$ cat config.mk
export PLATFORM = sky130hd
export DESIGN_NAME = rf_wb_arbiter_flat
export DESIGN_NICKNAME = d
export VERILOG_FILES = /design/src/rtl/rf_wb_arbiter_pkg.sv /design/src/rtl/rf_wb_arbiter_if.sv /design/src/rtl/rf_wb_arbiter_wb_fifo.sv /design/src/rtl/rf_wb_arbiter.sv /design/src/flat_wrapper.sv
export SDC_FILE = /design/constraint.sdc
export NUM_CORES = 1
export LEC_CHECK = 0
export BUFFER_PORTS_ARGS = -buffer_cell sky130_fd_sc_hd__buf_4
export CAP_MARGIN = 20
export CORE_MARGIN = 10
export CORE_UTILIZATION = 51
export CTS_CLUSTER_SIZE = 14
export DETAILED_ROUTE_END_ITERATION = 8
export PLACE_DENSITY = 0.8
export SLEW_MARGIN = 30
export SYNTH_ARGS = -nofsm -noshare
export SYNTH_HDL_FRONTEND = slang
export SYNTH_SLANG_ARGS = --single-unit
$ cat constraint.sdc
create_clock -name clk -period 3.4 [get_ports clk]
set_input_delay 0.68 -clock clk [delete_from_list [all_inputs] [get_ports clk]]
set_output_delay 0.68 -clock clk [all_outputs]
set_load 0.05 [all_outputs]
$ cat src/rtl/rf_wb_arbiter_pkg.sv
// Shared constants and types for the register-file writeback arbiter.
// Latency: none (types only).
// Backpressure: n/a.
package rf_pkg;

   localparam int RF_ADDR_W   = 4;
   localparam int RF_DATA_W   = 16;
   localparam int RF_NUM_REGS = 16;
   localparam int RF_ZERO_REG = 0;

   // One pending writeback: destination register index and write data.
   typedef struct packed {
      logic [RF_ADDR_W-1:0] reg_idx;
      logic [RF_DATA_W-1:0] data;
   } wb_entry_t;

endpackage

$ cat src/rtl/rf_wb_arbiter_if.sv
// Bundle of both writeback request channels plus the register-file write port.
// Latency: none (wires only).
// Backpressure: reqN_ready is driven by the slave (arbiter) side.
interface rf_wb_arbiter_if #(
   parameter int ADDR_W = rf_pkg::RF_ADDR_W,
   parameter int DATA_W = rf_pkg::RF_DATA_W
);
   logic                 req0_valid;
   logic                 req0_ready;
   logic [ADDR_W-1:0]    req0_reg;
   logic [DATA_W-1:0]    req0_data;
   logic                 req1_valid;
   logic                 req1_ready;
   logic [ADDR_W-1:0]    req1_reg;
   logic [DATA_W-1:0]    req1_data;
   logic                 rf_write_en;
   logic [ADDR_W-1:0]    rf_write_reg;
   logic [DATA_W-1:0]    rf_write_data;
   logic [2**ADDR_W-1:0] busy;
   logic                 idle;

   // Requester / register-file side.
   modport master (
      output req0_valid, req0_reg, req0_data,
      output req1_valid, req1_reg, req1_data,
      input  req0_ready, req1_ready,
      input  rf_write_en, rf_write_reg, rf_write_data, busy, idle
   );

   // Arbiter side.
   modport slave (
      input  req0_valid, req0_reg, req0_data,
      input  req1_valid, req1_reg, req1_data,
      output req0_ready, req1_ready,
      output rf_write_en, rf_write_reg, rf_write_data, busy, idle
   );
endinterface

$ cat src/rtl/rf_wb_arbiter_wb_fifo.sv
// Small per-requester writeback FIFO with a per-slot valid/register view for busy tracking.
// Latency: pushed entry is visible at the head the cycle after the push edge.
// Backpressure: push ignored while full, pop ignored while empty; full depends only on occupancy.
module wb_fifo #(
   parameter int DEPTH  = 2,
   parameter int ADDR_W = 4,
   parameter int DATA_W = 16
) (
   input  logic                          clk,
   input  logic                          rst,
   input  logic                          push_i,
   input  logic [ADDR_W-1:0]             push_reg_i,
   input  logic [DATA_W-1:0]             push_data_i,
   input  logic                          pop_i,
   output logic                          full_o,
   output logic                          empty_o,
   output logic [ADDR_W-1:0]             head_reg_o,
   output logic [DATA_W-1:0]             head_data_o,
   output logic [DEPTH-1:0]              ent_vld_o,
   output logic [DEPTH-1:0][ADDR_W-1:0]  ent_reg_o
);
   localparam int AW = $clog2(DEPTH);
   localparam int PW = AW + 1;

   logic [PW-1:0]     wr_ptr_q, wr_ptr_d;
   logic [PW-1:0]     rd_ptr_q, rd_ptr_d;
   logic [PW-1:0]     count;
   logic              do_push, do_pop;
   logic [ADDR_W-1:0] reg_mem  [DEPTH];
   logic [DATA_W-1:0] data_mem [DEPTH];

   assign count   = wr_ptr_q - rd_ptr_q;
   assign full_o  = (count == PW'(DEPTH));
   assign empty_o = (wr_ptr_q == rd_ptr_q);
   assign do_push = push_i && !full_o;
   assign do_pop  = pop_i && !empty_o;

   assign head_reg_o  = reg_mem[rd_ptr_q[AW-1:0]];
   assign head_data_o = data_mem[rd_ptr_q[AW-1:0]];

   // Pointer next-state: extra wrap bit distinguishes full from empty.
   always_comb begin
      wr_ptr_d = wr_ptr_q;
      rd_ptr_d = rd_ptr_q;
      if (do_push) wr_ptr_d = wr_ptr_q + PW'(1);
      if (do_pop)  rd_ptr_d = rd_ptr_q + PW'(1);
   end

   // Pointer registers, cleared immediately on reset.
   always_ff @(posedge clk or posedge rst) begin
      if (rst) begin
         wr_ptr_q <= '0;
         rd_ptr_q <= '0;
      end else begin
         wr_ptr_q <= wr_ptr_d;
         rd_ptr_q <= rd_ptr_d;
      end
   end

   // Storage needs no reset: slots are only read once the pointers mark them valid.
   always_ff @(posedge clk) begin
      if (do_push) begin
         reg_mem[wr_ptr_q[AW-1:0]]  <= push_reg_i;
         data_mem[wr_ptr_q[AW-1:0]] <= push_data_i;
      end
   end

   // A slot is live when its distance from the read pointer is below the occupancy.
   always_comb begin
      ent_vld_o = '0;
      ent_reg_o = '0;
      for (int s = 0; s < DEPTH; s++) begin
         ent_vld_o[s] = ({1'b0, AW'(AW'(s) - rd_ptr_q[AW-1:0])} < count);
         ent_reg_o[s] = reg_mem[s];
      end
   end

endmodule

$ cat src/rtl/rf_wb_arbiter.sv
// Arbitrates two writeback FIFOs onto the single register-file write port; busy flags pending writes.
// Latency: one cycle accept-to-drive on rf_write_* when uncontended; one write committed per cycle.
// Backpressure: reqN_ready = !fullN. Optional RF_WB_RR_ARB_EN selects round-robin ties (default: requester 1 wins).
module rf_wb_arbiter
   import rf_pkg::*;
#(
   parameter int DEPTH  = 2,
   parameter int DATA_W = RF_DATA_W,
   parameter int ADDR_W = RF_ADDR_W
) (
   input logic           clk,
   input logic           rst,
   rf_wb_arbiter_if.slave bus
);
   localparam int NREGS = 2**ADDR_W;

   logic                         full0, empty0, full1, empty1;
   logic                         push0, push1;
   logic                         gnt0, gnt1;
   logic                         prefer1;
   logic [ADDR_W-1:0]            head0_reg, head1_reg;
   logic [DATA_W-1:0]            head0_data, head1_data;
   logic [DEPTH-1:0]             ent0_vld, ent1_vld;
   logic [DEPTH-1:0][ADDR_W-1:0] ent0_reg, ent1_reg;

   logic                         wr_en_q, wr_en_d;
   logic [ADDR_W-1:0]            wr_reg_q, wr_reg_d;
   logic [DATA_W-1:0]            wr_data_q, wr_data_d;
   logic [NREGS-1:0]             busy_c;

   // Writes to R0 complete the handshake but are never queued.
   assign bus.req0_ready = !full0;
   assign bus.req1_ready = !full1;
   assign push0 = bus.req0_valid && !full0 && (bus.req0_reg != ADDR_W'(RF_ZERO_REG));
   assign push1 = bus.req1_valid && !full1 && (bus.req1_reg != ADDR_W'(RF_ZERO_REG));

   wb_fifo #(.DEPTH(DEPTH), .ADDR_W(ADDR_W), .DATA_W(DATA_W)) u_fifo0 (
      .clk         (clk),
      .rst         (rst),
      .push_i      (push0),
      .push_reg_i  (bus.req0_reg),
      .push_data_i (bus.req0_data),
      .pop_i       (gnt0),
      .full_o      (full0),
      .empty_o     (empty0),
      .head_reg_o  (head0_reg),
      .head_data_o (head0_data),
      .ent_vld_o   (ent0_vld),
      .ent_reg_o   (ent0_reg)
   );

   wb_fifo #(.DEPTH(DEPTH), .ADDR_W(ADDR_W), .DATA_W(DATA_W)) u_fifo1 (
      .clk         (clk),
      .rst         (rst),
      .push_i      (push1),
      .push_reg_i  (bus.req1_reg),
      .push_data_i (bus.req1_data),
      .pop_i       (gnt1),
      .full_o      (full1),
      .empty_o     (empty1),
      .head_reg_o  (head1_reg),
      .head_data_o (head1_data),
      .ent_vld_o   (ent1_vld),
      .ent_reg_o   (ent1_reg)
   );

`ifdef RF_WB_RR_ARB_EN
   logic last_q, last_d;

   // Tie winner is whichever requester was not granted on the last contested cycle.
   assign prefer1 = !last_q;

   // Last-grant pointer moves only when both heads competed.
   always_comb begin
      last_d = last_q;
      if (!empty0 && !empty1) last_d = gnt1;
   end

   // Reset to "last grant = 1" so requester 0 wins the first tie.
   always_ff @(posedge clk or posedge rst) begin
      if (rst) last_q <= 1'b1;
      else     last_q <= last_d;
   end
`else
   assign prefer1 = 1'b1;
`endif

   // Grant a single head per cycle; ties resolved by prefer1.
   always_comb begin
      gnt0 = 1'b0;
      gnt1 = 1'b0;
      if (!empty1 && (empty0 || prefer1)) gnt1 = 1'b1;
      else if (!empty0)                   gnt0 = 1'b1;
   end

   // Output next-state: load the popped entry, otherwise hold reg/data and drop enable.
   always_comb begin
      wr_en_d   = 1'b0;
      wr_reg_d  = wr_reg_q;
      wr_data_d = wr_data_q;
      if (gnt1) begin
         wr_en_d   = 1'b1;
         wr_reg_d  = head1_reg;
         wr_data_d = head1_data;
      end else if (gnt0) begin
         wr_en_d   = 1'b1;
         wr_reg_d  = head0_reg;
         wr_data_d = head0_data;
      end
   end

   // Registered write port; reset drops any write in flight.
   always_ff @(posedge clk or posedge rst) begin
      if (rst) begin
         wr_en_q   <= 1'b0;
         wr_reg_q  <= '0;
         wr_data_q <= '0;
      end else begin
         wr_en_q   <= wr_en_d;
         wr_reg_q  <= wr_reg_d;
         wr_data_q <= wr_data_d;
      end
   end

   // Busy covers every queued entry plus the write currently on the port.
   always_comb begin
      busy_c = '0;
      for (int s = 0; s < DEPTH; s++) begin
         if (ent0_vld[s]) busy_c[ent0_reg[s]] = 1'b1;
         if (ent1_vld[s]) busy_c[ent1_reg[s]] = 1'b1;
      end
      if (wr_en_q) busy_c[wr_reg_q] = 1'b1;
   end

   assign bus.rf_write_en   = wr_en_q;
   assign bus.rf_write_reg  = wr_reg_q;
   assign bus.rf_write_data = wr_data_q;
   assign bus.busy          = busy_c;
   assign bus.idle          = empty0 && empty1 && !wr_en_q;

endmodule

$ cat src/flat_wrapper.sv
// flat-port wrapper written by rule: the top's interface ports become plain ports
module rf_wb_arbiter_flat import rf_pkg::*;
#(
   parameter int DEPTH  = 2,
   parameter int DATA_W = RF_DATA_W,
   parameter int ADDR_W = RF_ADDR_W
)
  (clk, rst, bus_req0_valid, bus_req0_reg, bus_req0_data, bus_req1_valid, bus_req1_reg, bus_req1_data, bus_req0_ready, bus_req1_ready, bus_rf_write_en, bus_rf_write_reg, bus_rf_write_data, bus_busy, bus_idle);
  rf_wb_arbiter_if #(.ADDR_W(ADDR_W), .DATA_W(DATA_W)) bus_i ();
  input logic clk;
  input logic rst;
  input wire logic [$bits(bus_i.req0_valid)-1:0] bus_req0_valid;
  input wire logic [$bits(bus_i.req0_reg)-1:0] bus_req0_reg;
  input wire logic [$bits(bus_i.req0_data)-1:0] bus_req0_data;
  input wire logic [$bits(bus_i.req1_valid)-1:0] bus_req1_valid;
  input wire logic [$bits(bus_i.req1_reg)-1:0] bus_req1_reg;
  input wire logic [$bits(bus_i.req1_data)-1:0] bus_req1_data;
  output wire logic [$bits(bus_i.req0_ready)-1:0] bus_req0_ready;
  output wire logic [$bits(bus_i.req1_ready)-1:0] bus_req1_ready;
  output wire logic [$bits(bus_i.rf_write_en)-1:0] bus_rf_write_en;
  output wire logic [$bits(bus_i.rf_write_reg)-1:0] bus_rf_write_reg;
  output wire logic [$bits(bus_i.rf_write_data)-1:0] bus_rf_write_data;
  output wire logic [$bits(bus_i.busy)-1:0] bus_busy;
  output wire logic [$bits(bus_i.idle)-1:0] bus_idle;
  assign bus_i.req0_valid = bus_req0_valid;
  assign bus_i.req0_reg = bus_req0_reg;
  assign bus_i.req0_data = bus_req0_data;
  assign bus_i.req1_valid = bus_req1_valid;
  assign bus_i.req1_reg = bus_req1_reg;
  assign bus_i.req1_data = bus_req1_data;
  assign bus_req0_ready = bus_i.req0_ready;
  assign bus_req1_ready = bus_i.req1_ready;
  assign bus_rf_write_en = bus_i.rf_write_en;
  assign bus_rf_write_reg = bus_i.rf_write_reg;
  assign bus_rf_write_data = bus_i.rf_write_data;
  assign bus_busy = bus_i.busy;
  assign bus_idle = bus_i.idle;
  rf_wb_arbiter #(.DEPTH(DEPTH), .DATA_W(DATA_W), .ADDR_W(ADDR_W)) u_core (.clk(clk), .rst(rst), .bus(bus_i));
endmodule
Word level (Yosys, flattened, before mapping)

Memory sizes are Yosys's and may differ from the RTL's.
Cells that the tools add are included.

Register bits: 29
Bits in latches: 0
Memory bits (writable): 80
ROM bits: 0
Logic and storage cells: 94
Memories: 4

Add/subtract/negate cells: 10
Multipliers: 0
Div/mod/pow operators: 0
$lt $le $gt $ge: 14
Equal/unequal tests: 5
Shift-type cells: 0
Mux-type cells: 28
Bitwise logic cells: 4
Reductions and logical operators: 22

Memories:

| name                    | words | width | rd ports | clocked after Yosys merged registers in | wr ports | RTL line                    | source |
|---|---|---|---|---|---|---|---|
| u_core.u_fifo0.data_mem | 2     | 16    | 1        | 0                                       | 1        | rf_wb_arbiter_wb_fifo.sv:30 | `logic [DATA_W-1:0] data_mem [DEPTH];` |
| u_core.u_fifo1.data_mem | 2     | 16    | 1        | 0                                       | 1        | rf_wb_arbiter_wb_fifo.sv:30 |  |
| u_core.u_fifo0.reg_mem  | 2     | 4     | 3        | 0                                       | 1        | rf_wb_arbiter_wb_fifo.sv:29 | `logic [ADDR_W-1:0] reg_mem [DEPTH];` |
| u_core.u_fifo1.reg_mem  | 2     | 4     | 3        | 0                                       | 1        | rf_wb_arbiter_wb_fifo.sv:29 |  |

Operator list:

| cell                | count |
|---|---|
| $mux 16             | 7 |
| $or 16x16->16       | 4 |
| $lt 4x5->1 const B  | 5 |
| $demux 1 s4         | 5 |
| $ge 4x1->1 const B  | 5 |
| $logic_and 1x1->1   | 15 |
| $mux 1              | 14 |
| $add 2x1->2 const B | 4 |
| $lt 1x2->1          | 4 |
| $mux 4              | 2 |
| $reduce_bool 4->1   | 2 |
| $logic_not 1->1     | 5 |
| $eq 2x2->1          | 2 |
| $eq 2x2->1 const B  | 2 |
| $sub 1x1->1 const A | 4 |
| $sub 2x2->2         | 2 |
| $ne 2x2->1 const B  | 1 |

Logic depth before layout (Yosys ltp)

Gate-level depths: netlist of the first run.
An unclocked memory read counts as a cell.

Depth after elaboration: 14
Gate-level depth with buffers: 9

Hierarchy

A second synthesis of the first run with hierarchy kept.

Cells, all modules: 399
Area, all modules: 5128.7 µm²

By module, submodules not included:

| module        | instances | cells each | area each (µm²) |
|---|---|---|---|
| wb_fifo       | 2         | 94         | 1724.2 |
| rf_wb_arbiter | 1         | 211        | 1680.4 |

Worst setup path after synthesis of the first run

OpenSTA, ideal clock, no wires.

Path type: reg2out
Start point: register u_core.u_fifo1.rd_ptr_q[0]
End point: output bus_busy[6]
Arrival: 2.284 ns
Required time: 2.720 ns
Setup slack: 0.436 ns
Cell stages (with the launch flop): 10
Path buffers: 3
Cell sequence: dfrtp_1 > clkbuf_1 > buf_4 > buf_2 > inv_1 > ha_1 > or2_2 > nand3b_1 > o22ai_1 > or3_1

Cells in the longest elaborated chain, start to end: 9
Elaborated cells between the ends (all ways): 12
Classes of those cells: add/sub: 3; order compare: 2; mux: 4; bitwise: 3

Ends and longest elaborated chain:

| item                                       | RTL line                                                 | source |
|---|---|---|
| start, declared                            | rf_wb_arbiter_wb_fifo.sv:26                              | `logic [PW-1:0] rd_ptr_q, rd_ptr_d;` |
| start signal, assigned                     | rf_wb_arbiter_wb_fifo.sv:56                              | `rd_ptr_q <= rd_ptr_d;` |
| $sub 2x2->2 or $sub 1x1->1 (tied branches) | rf_wb_arbiter_wb_fifo.sv:32, rf_wb_arbiter_wb_fifo.sv:73 |  |
| $lt 1x2->1                                 | rf_wb_arbiter_wb_fifo.sv:73                              | `ent_vld_o[s] = ({1'b0, AW'(AW'(s) - rd_ptr_q[AW-1:0])} < count);` |
| $mux 16                                    | rf_wb_arbiter.sv:130                                     | `if (ent1_vld[s]) busy_c[ent1_reg[s]] = 1'b1;` |
| $or 16x16->16 (no line)                    | n/a                                                      |  |
| $mux 16                                    | rf_wb_arbiter.sv:129                                     | `if (ent0_vld[s]) busy_c[ent0_reg[s]] = 1'b1;` |
| $or 16x16->16 (no line)                    | n/a                                                      |  |
| $mux 16 *                                  | rf_wb_arbiter.sv:130                                     |  |
| $or 16x16->16 (no line)                    | n/a                                                      |  |
| $mux 16 *                                  | rf_wb_arbiter.sv:132                                     | `if (wr_en_q) busy_c[wr_reg_q] = 1'b1;` |
| end, declared                              | flat_wrapper.sv:23                                       | `output wire logic [$bits(bus_i.busy)-1:0] bus_busy;` |

Every way passes the cells marked *; elsewhere a longest branch is shown, timed or not.

Worst setup path in the final report of the first run

Start point: register u_core.u_fifo1.wr_ptr_q[0]
End point: output bus_busy[6]

Cells in the longest elaborated chain, start to end: 9
Elaborated cells between the ends (all ways): 10
Classes of those cells: add/sub: 1; order compare: 2; mux: 4; bitwise: 3

Ends and longest elaborated chain:

| item                    | RTL line                    | source |
|---|---|---|
| start, declared         | rf_wb_arbiter_wb_fifo.sv:25 | `logic [PW-1:0] wr_ptr_q, wr_ptr_d;` |
| start signal, assigned  | rf_wb_arbiter_wb_fifo.sv:55 | `wr_ptr_q <= wr_ptr_d;` |
| $sub 2x2->2 *           | rf_wb_arbiter_wb_fifo.sv:32 | `assign count = wr_ptr_q - rd_ptr_q;` |
| $lt 1x2->1              | rf_wb_arbiter_wb_fifo.sv:73 |  |
| $mux 16                 | rf_wb_arbiter.sv:130        |  |
| $or 16x16->16 (no line) | n/a                         |  |
| $mux 16                 | rf_wb_arbiter.sv:129        |  |
| $or 16x16->16 (no line) | n/a                         |  |
| $mux 16 *               | rf_wb_arbiter.sv:130        |  |
| $or 16x16->16 (no line) | n/a                         |  |
| $mux 16 *               | rf_wb_arbiter.sv:132        |  |

Marked as above.

==> results of run 1 <==
-- stage by stage --
| stage | area, sq um | std cells | hold slack [ps] |
|---|---|---|---|
| 2_1_floorplan | 4980 | 383 | 462 |
| 3_3_place_gp | 5720 | 586 | 475 |
| 3_5_place_dp | 5720 | 586 | 479 |
| 4_1_cts | 5910 | 602 | 359 |
| 5_1_grt | 5940 | 602 | 395 |
| 6_report | 5940 | 602 | 366 |
-- cell usage in the layout (no fill, tap or decap), types with 2 or more instances in the layout --
cell	count
or4_1	4
nor3_1	17
mux2i_1	20
and2_2	2
a211oi_1	2
xnor2_1	6
xor2_1	3
clkbuf_8	9
ha_1	6
dfrtp_1	28
inv_1	7
nand3b_1	8
o32ai_1	7
or3b_2	3
o22ai_1	31
a21oi_1	8
nand2b_1	11
nand2_1	18
mux2_2	4
buf_4	91
or2_2	2
or3_1	11
clkinv_4	2
a211oi_2	14
o221ai_1	6
nand3_1	2
edfxtp_1	80
nor2b_1	16
nor2_1	20
o21ai_0	20
inv_8	2
nor2_2	2
-- cell families (layout without fill, tap and decap cells) --
family / Yosys count / after routing / share of synthesized area
mux: 24 / 24 / 0.0493
simple gates: 122 / 122 / 0.133
buf+inv: 24 / 114 / 0.0272
xor+xnor: 10 / 10 / 0.0191
compound gates: 88 / 88 / 0.128
flops: 109 / 109 / 0.628
fa+ha+maj: 6 / 6 / 0.0151
-- cell type report --
cell class	count	area, sq um
clock buffer	9	124
timing repair buffer	91	683
clock inverter	7	68.8
inverter	7	26.3
fill	715	3440
multi-input combinational	250	1740
tap	129	161
sequential	109	3130
-- per-layer routing --
metal / share of wire / vias to the layer above / global-route usage
li1: - / 1636 / -
met1: 0.42 / 1731 / 0.222
met2: 0.49 / 176 / 0.299
met3: 0.070 / 19 / 0.0447
met4: 0.020 / 0 / 0.0557
met5: 0 / - / 0
-- worst max-delay path, cell delays in order (launching register included) --
cell and delay [ps]:
dfrtp_1 410, inv_1 120, ha_1 160, inv_1 40
ha_1 320, or2_2 340, nand3b_1 160, o22ai_1 110
or3_1 350, buf_4 210
-- synth_stat cells --
library cell	number	area [sq um]
edfxtp_1	80	2400
o22ai_1	31	194
dfrtp_1	29	726
nor2_1	22	82.6
mux2i_1	20	200
o21ai_0	20	100
nand2_1	19	71.3
nor3_1	17	85.1
nor2b_1	16	100
a211oi_2	14	175
nand2b_1	11	68.8
or3_1	11	68.8
a21oi_1	8	40.0
buf_2	8	40.0
nand3b_1	8	60.1
inv_1	7	26.3
o32ai_1	7	61.3
ha_1	6	75.1
o221ai_1	6	52.6
xnor2_1	6	52.6
clkbuf_1	5	18.8
mux2_2	4	45.0
or4_1	4	30.0
and2_1	3	18.8
nand3_1	3	15.0
or3b_2	3	26.3
xor2_1	3	26.3
a211oi_1	2	15.0
buf_6	2	22.5
or2_2	2	12.5
and2_4	1	8.76
and3_1	1	6.26
buf_12	1	20.0
buf_4	1	7.51
or2_1	1	6.26
xnor2_2	1	16.3
-- how the worst min path moves through the flow --
stage	startpoint	to	slack [ps]
4_1_cts	rst	u_core.bus.rf_write_data[4]$_DFFE_PP0P_	360
5_1_grt	rst	u_core.bus.rf_write_data[4]$_DFFE_PP0P_	390
2_1_floorplan	u_core.u_fifo1.wr_ptr_q[1]$_DFFE_PP0P_	u_core.u_fifo1.wr_ptr_q[1]$_DFFE_PP0P_	460
6_report	rst	u_core.bus.rf_write_data[4]$_DFFE_PP0P_	370
3_3_place_gp	u_core.u_fifo1.wr_ptr_q[1]$_DFFE_PP0P_	u_core.u_fifo1.wr_ptr_q[1]$_DFFE_PP0P_	470
3_5_place_dp	u_core.u_fifo1.wr_ptr_q[1]$_DFFE_PP0P_	u_core.u_fifo1.wr_ptr_q[1]$_DFFE_PP0P_	480
==> impl_metrics.py, run 1 <==
metrics = {
    "placement": {
        "place_ws_ps": 481,
        "dp_hpwl_mm": 9.43,
        "io_buffers": 83,
        "routabilityCongestion": 0.946,
    },
    "setup_path": {
        "r2r_cells": 8,
        "crit_end": "bus_busy[6]",
        "worstSetupEndpointType": "primary output",
        "r2r_slack_ps": 940,
        "cp.arrival_ps": 2590,
        "reg2reg_from": "u_core.u_fifo0.wr_ptr_q[0]$_DFFE_PP0P_",
        "start_kind": "flop",
        "cp.required_ps": 2720,
        "worstSetupPathType": "flop to primary output",
        "critPathMaxFanout": 4,
        "r2r_end": "u_core.u_fifo0.data_mem[1][1]$_DFFE_PP_",
        "critical_path.startpoint": "u_core.u_fifo1.wr_ptr_q[0]$_DFFE_PP0P_",
    },
    "min_path": {
        "hold_path_class": "primary input to async pin",
    },
    "die": {
        "rows": 35,
        "dieWidth_um": 119,
        "initial_core_util": 0.531,
        "die-area_sq_um": 14100,
        "io-pin-count": 84,
        "core_sq_um": 9370,
        "die_y_um": 119,
    },
    "synth": {
        "synth-seq-area-share": 0.628,
        "syn-num-nets": 433,
        "syn_inst": 383,
        "synth-seq-cells": 109,
        "synth_area_sq_um": 4980,
        "yosys_warnings": 0,
        "avgSynthCellArea_sq_um": 13.0,
        "ys_types": 36,
    },
    "flow_run": {
        "cap_viol_max_count": 0,
    },
    "cells_and_area": {
        "utilization": 0.633,
        "area_growth_pct": 19.3,
        "diodes": 0,
        "drive_gt1_frac": 0.296,
        "fin_nets": 518,
    },
    "run_status": {
        "status": "completed",
    },
    "clock_network": {
        "cts_buffers": 9,
        "holdBufCountCts": 0,
        "cts_tree": "built",
        "clkTransAtPathRegs_ps": 110,
        "post_cts_buffers": 0,
        "cts_max_path_buffers": 2,
        "cts-root-buf": "clkbuf_8",
        "clkLatencyLatePin_ps": 380,
        "postCtsResizedCells": 0,
        "cts_sinks": 109,
        "h-tree-depth": 3,
    },
    "route": {
        "routedWlPerCell_um": 21.1,
        "via_count": 3562,
        "viasPerCell": 5.92,
        "first_pass_iters": 5,
        "drtIter0Drc": 223,
        "finalWirelength_mm": 12.7,
        "ant_nets": 0,
        "drc": 0,
    },
    "global_route": {
        "grt_pass1_vias": 3691,
        "grt_pass1_wl_mm": 20.1,
        "grtUsageTotal": 0.179,
        "grt_remaining_overflow": 0,
        "grt_max_degree": 35,
        "antenna_found_initial": 0,
    },
    "sta": {
        "hold_violations": 0,
        "rsz0062_at_grt": "no",
        "final-max-slew-violation-count": 0,
        "finClkSkew_ps": 17.3,
        "tightest_slew_ps": 574,
        "period_minus_slack_ps": 3270,
        "max_slew_margin": 0.617,
        "fmax_mhz": 306,
        "final.setup.worst_slack_ps": 129,
        "finalSetupViolations": 0,
        "post-route-period-util": 0.962,
        "fin_tns_setup_ps": 0,
    },
}
Power of run 1 is not shown: default switching activity piles up to over one toggle a cycle in this logic, so the estimate is an artifact.
==> run 2: changes to the inputs <==
--- a/config.mk
+++ b/config.mk
@@ -5,6 +5,7 @@
 export SDC_FILE = /design/constraint.sdc
 export NUM_CORES = 1
 export LEC_CHECK = 0
+export ABC_AREA = 1
 export BUFFER_PORTS_ARGS = -buffer_cell sky130_fd_sc_hd__buf_4
 export CAP_MARGIN = 20
 export CORE_MARGIN = 10
@@ -12,6 +13,7 @@
 export CTS_CLUSTER_SIZE = 14
 export DETAILED_ROUTE_END_ITERATION = 8
 export PLACE_DENSITY = 0.8
+export SKIP_LAST_GASP = 1
 export SLEW_MARGIN = 30
 export SYNTH_ARGS = -nofsm -noshare
 export SYNTH_HDL_FRONTEND = slang
==> constraint.sdc (replaced) <==
create_clock -name clk -period 3.3 [get_ports clk]
set_input_delay 0.66 -clock clk [delete_from_list [all_inputs] [get_ports clk]]
set_output_delay 0.66 -clock clk [all_outputs]
set_load 0.05 [all_outputs]
==> run 2 against run 1 <==
Critical path depth increased by 2. Final cell count increased by 38%. First-iteration DRC count increased by 86%. Routed wire length increased by 12%. Count of clock-buffer cells in the layout increased by 3.
==> impl_metrics.py, run 2 <==
metrics = {
    "synth": {
        "avgSynthCellArea_sq_um": 8.84,
        "yosys.area.top_type": "edfxtp_1",
        "synth_area_sq_um": 5400,
        "syn-num-nets": 661,
        "syn_inst": 611,
        "ys_types": 27,
        "synthTopCellsByArea": "edfxtp_1 44%, nand2_1 14%, dfrtp_1 13%, nand3_1 9.7%, nor2_1 4.7%",
        "synthMuxAreaShare": 0,
        "synth_edf_count": 80,
        "synth_common_cells": "201 x nand2_1, 105 x nand3_1, 80 x edfxtp_1",
        "synth_xor_area_frac": 0.00324,
        "synth_top_family_by_area": "simple AND/OR/NAND/NOR gates",
        "synth-compound-area-share": 0.0225,
        "synthSimpleGateAreaFrac": 0.314,
        "yosysMostFrequentCell": "nand2_1",
        "ys_async_sr_fraction": 0.266,
        "synth-seq-cells": 109,
        "synth_adder_area_share": 0.0139,
        "synth_top_area_share": 0.445,
        "synth-main-ff-cell": "edfxtp_1",
        "synth-seq-area-share": 0.579,
        "yosys_warnings": 0,
    },
    "placement": {
        "dp_hpwl_mm": 10.9,
        "routabilityCongestion": 0.957,
        "place_inst": 816,
        "io_buffers": 83,
    },
    "clock_network": {
        "h-tree-depth": 3,
        "clkLatencyLatePin_ps": 370,
        "post_cts_buffers": 0,
        "cts-root-buf": "clkbuf_8",
        "cts_sinks": 109,
        "cts_max_path_buffers": 2,
        "clkTransAtPathRegs_ps": 100,
        "holdBufCountCts": 0,
        "cts_buffers": 9,
        "postCtsResizedCells": 0,
        "cts_tree": "built",
    },
    "sta": {
        "fin_tns_setup_ps": 0,
        "fmax_mhz": 326,
        "hold_violations": 0,
        "finClkSkew_ps": 11.7,
        "post-route-period-util": 0.930,
        "rsz0062_at_grt": "no",
        "tightest_slew_ps": 813,
        "finalSetupViolations": 0,
        "period_minus_slack_ps": 3070,
        "final-max-slew-violation-count": 0,
        "max_slew_margin": 0.457,
    },
    "flow_run": {
        "cap_viol_max_count": 0,
    },
    "die": {
        "io-pin-count": 84,
        "die_y_um": 123,
        "dieWidth_um": 123,
        "initial_core_util": 0.523,
        "rows": 37,
        "die-area_sq_um": 15100,
        "core_sq_um": 10300,
    },
    "run_status": {
        "status": "completed",
    },
    "cells_and_area": {
        "fin_cells": 832,
        "utilization": 0.606,
        "layout_commonest_cell": "nand2_1",
        "drive_gt1_frac": 0.167,
        "mostFrequentLayoutCells": "201 x nand2_1, 105 x nand3_1, 91 x buf_4",
        "diodes": 0,
        "fin_nets": 741,
        "area_growth_pct": 15.8,
    },
    "setup_path": {
        "worstSetupPathType": "flop to primary output",
        "worstSetupEndpointType": "primary output",
        "critPathMaxFanout": 15,
        "cp.required_ps": 2640,
        "start_kind": "flop",
        "cp.arrival_ps": 2410,
    },
    "global_route": {
        "grtUsageTotal": 0.187,
        "grt_max_degree": 46,
        "grt_pass1_vias": 4423,
        "grt_remaining_overflow": 0,
        "grt_pass1_wl_mm": 22.2,
        "antenna_found_initial": 0,
    },
    "route": {
        "finalWirelength_mm": 14.2,
        "ant_nets": 0,
        "viasPerCell": 5.35,
        "via_count": 4448,
        "routedWlPerCell_um": 17.0,
        "drtIter0Drc": 414,
        "drc": 0,
        "first_pass_iters": 5,
    },
    "min_path": {
        "hold_path_class": "primary input to async pin",
    },
}
run 2: area by class of cell:
class	instances	area (sq um)
Multi-Input combinational cell	426	1910
Sequential cell	109	3130
Clock inverter	4	25.0
Tap cell	136	170
Inverter	54	203
Fill cell	877	4070
Timing Repair Buffer	91	683
Clock buffer	12	135
run 2: cells by family after synthesis:
group                      count (synthesis)
and+or+nand+nor                          396
xor gates and xnor gates                   2
adders and majority gates                  6
AOI/OAI and AO/OA                         22
buffers and inverters                     76
DFF                                      109
run 2: per-layer routing:
layer	part of all wire	vias to the layer above	track usage
met2	0.51	162	0.335
met5	0	-	0
met3	0.073	33	0.0419
met1	0.38	2091	0.213
met4	0.033	0	0.0744
li1	-	2162	-
run 2: worst paths after layout:
kind,from,end,slack (ps),depth (start not counted)
min reg2reg,u_core.u_fifo0.wr_ptr_q[0]$_DFFE_PP0P_,u_core.u_fifo0.wr_ptr_q[0]$_DFFE_PP0P_,540,2
max,u_core.u_fifo0.wr_ptr_q[0]$_DFFE_PP0P_,bus_busy[11],230,11
max in group asynchronous,rst,u_core.bus.rf_write_data[1]$_DFFE_PP0P_,2500,2
min,rst,u_core.u_fifo1.wr_ptr_q[1]$_DFFE_PP0P_,370,2
min in group clk,bus_req1_data[1],u_core.u_fifo1.data_mem[1][1]$_DFFE_PP_,470,1
max reg2reg,u_core.u_fifo1.wr_ptr_q[1]$_DFFE_PP0P_,u_core.u_fifo1.data_mem[1][13]$_DFFE_PP_,890,10
run 2: metrics by stage:
stage / area (sq um) / hold slack, ps / setup WS, ps
after floorplan: 5400 / 470 / 376
after global placement: 6100 / 484 / 667
after detailed placement: 6100 / 502 / 643
after CTS: 6260 / 378 / 223
after global routing: 6260 / 410 / 12.1
final: 6260 / 375 / 230
run 2: critical path: stages (launching register included):
cell and delay (ps):
dfrtp_1 410, inv_1 130, ha_1 170, inv_1 50
ha_1 280, inv_1 40, nand2_1 330, nand3_1 140
o21ai_0 170, inv_1 60, nand2_1 60, buf_4 190
Power of run 2 is left out for the same reason.
==> run 3: changes to the inputs <==
--- a/config.mk
+++ b/config.mk
@@ -5,7 +5,6 @@
 export SDC_FILE = /design/constraint.sdc
 export NUM_CORES = 1
 export LEC_CHECK = 0
-export ABC_AREA = 1
 export BUFFER_PORTS_ARGS = -buffer_cell sky130_fd_sc_hd__buf_4
 export CAP_MARGIN = 20
 export CORE_MARGIN = 10
==> constraint.sdc (replaced) <==
create_clock -name clk -period 3.3 [get_ports clk]
set_input_delay 0.825 -clock clk [delete_from_list [all_inputs] [get_ports clk]]
set_output_delay 0.825 -clock clk [all_outputs]
set_load 0.05 [all_outputs]
==> run 3 against run 2 <==
Non-clock buffer count up 10. Register-to-register slack better by 150 ps. Global-route usage down 0.99 points. Worst setup slack worse by 180 ps. Worst hold slack better by 140 ps. Core utilization up 4.8 points. Count of clock-buffer cells in the layout down 3. Via count down 20%. Critical endpoint is now bus_busy[15]. First-iteration DRC count down 47%. Maximum frequency down 5.4%.
==> impl_metrics.py, run 3 (synthesized netlist as in run 1, its figures left out) <==
metrics = {
    "run_status": {
        "status": "completed",
    },
    "global_route": {
        "grt_max_degree": 34,
        "grt_pass1_vias": 3707,
        "antenna_found_initial": 0,
        "grt_remaining_overflow": 0,
        "grtUsageTotal": 0.177,
        "grt_pass1_wl_mm": 20.0,
    },
    "setup_path": {
        "crit_chain": "xnor2_2, ha_4, or2_4, nand3_4, buf_4, o32ai_1, or3_1, buf_6",
        "critPathTopFamily": "simple AND/OR/NAND/NOR gates",
        "critPathMaxFanout": 4,
        "r2r_cells": 5,
        "cp.required_ps": 2470,
        "cp_slowest_cell": "dfrtp_1",
        "cp.arrival_ps": 2420,
        "r2r_end": "u_core.u_fifo0.data_mem[1][0]$_DFFE_PP_",
        "crit_buf_inv": 2,
        "r2r_slack_ps": 1040,
        "worstSetupPathType": "flop to primary output",
        "max_stage_delay_ps": 430,
        "reg2reg_from": "u_core.u_fifo0.rd_ptr_q[1]$_DFFE_PP0P_",
        "start_kind": "flop",
        "worstSetupEndpointType": "primary output",
    },
    "route": {
        "finalWirelength_mm": 12.8,
        "drtIter0Drc": 218,
        "first_pass_iters": 5,
        "drc": 0,
        "routedWlPerCell_um": 20.9,
        "viasPerCell": 5.81,
        "ant_nets": 0,
        "via_count": 3556,
    },
    "clock_network": {
        "clkTransAtPathRegs_ps": 120,
        "clkLatencyLatePin_ps": 370,
        "h-tree-depth": 3,
        "cts_max_path_buffers": 2,
        "holdBufCountCts": 0,
        "cts_buffers": 9,
        "cts_sinks": 109,
        "cts-root-buf": "clkbuf_8",
        "cts_tree": "built",
    },
    "flow_run": {
        "cap_viol_max_count": 0,
    },
    "cells_and_area": {
        "layout_commonest_cell": "buf_4",
        "diodes": 0,
        "area_growth_pct": 23.1,
        "fin_cells": 612,
        "mostFrequentLayoutCells": "93 x buf_4, 80 x edfxtp_1, 31 x o22ai_1",
        "fin_nets": 528,
        "drive_gt1_frac": 0.325,
    },
    "placement": {
        "place_inst": 586,
        "dp_hpwl_mm": 9.18,
        "io_buffers": 83,
        "routabilityCongestion": 0.976,
    },
    "sta": {
        "hold_violations": 0,
        "worst_hold_slack_ps": 516,
        "tightest_slew_ps": 681,
        "post-route-period-util": 0.984,
        "final-max-slew-violation-count": 0,
        "fmax_mhz": 308,
        "finalSetupViolations": 0,
        "period_minus_slack_ps": 3250,
        "rsz0062_at_grt": "yes",
        "finClkSkew_ps": 16.0,
        "max_slew_margin": 0.545,
    },
    "die": {
        "initial_core_util": 0.531,
        "die-area_sq_um": 14100,
        "rows": 35,
        "core_sq_um": 9370,
        "dieWidth_um": 119,
        "io-pin-count": 84,
        "die_y_um": 119,
    },
    "min_path": {
        "hold_path_class": "primary input to async pin",
    },
}
[run 3: area by class of cell]
class | instances | area, sq um
sequential | 109 | 3130
clock buffer | 9 | 124
timing repair buffer | 101 | 788
fill | 737 | 3240
clock inverter | 7 | 100
inverter | 7 | 26.3
tap | 129 | 161
multi-input combinational | 250 | 1800
[run 3: how the worst max path moves through the flow]
stage	start	to	slack, ps	depth (start not counted)
floorplan	u_core.u_fifo1.rd_ptr_q[0]$_DFFE_PP0N_	bus_busy[6]	190	9
global placement	u_core.u_fifo0.wr_ptr_q[0]$_DFFE_PP0P_	bus_busy[7]	290	9
detailed placement	u_core.u_fifo0.wr_ptr_q[0]$_DFFE_PP0P_	bus_busy[7]	170	9
CTS	u_core.u_fifo0.wr_ptr_q[1]$_DFFE_PP0P_	bus_busy[7]	-4	7
global route	u_core.u_fifo0.rd_ptr_q[1]$_DFFE_PP0P_	bus_busy[5]	-20	7
finish	u_core.u_fifo0.rd_ptr_q[1]$_DFFE_PP0P_	bus_busy[15]	50	8
[run 3: metrics by stage]
step / setup slack (ps) / cell area (sq um) / utilization / TNS, ps
after floorplan: 191 / 4980 / - / 0
after global placement: 290 / 5720 / 0.610 / 0
after detailed placement: 170 / 5730 / 0.611 / 0
after CTS: -3.61 / 6050 / 0.645 / -3.61
after global routing: -15.7 / 6130 / 0.654 / -36.6
final: 54.3 / 6130 / 0.654 / 0
[run 3: worst register-to-register path, delay by kind of cell (launching register included)]
family	cells	cell delay, ps
XOR/XNOR	1	260
flip-flops	1	430
AND/OR/NAND/NOR	3	950
adder cells (fa/ha/maj)	1	240
[run 3: metal layers]
metal	part of all wire	track usage	vias up
met4	0.019	0.0611	0
met2	0.51	0.306	160
li1	-	-	1654
met5	0	0	-
met3	0.053	0.0409	23
met1	0.42	0.213	1719
[run 3: repair_timing]
action,CTS,global route
setup buffers,4,6
pin swaps,3,5
cloned,0,0
gates resized for setup,14,8
setup endpoints to repair,11,11
Power of run 3 is left out for the same reason.
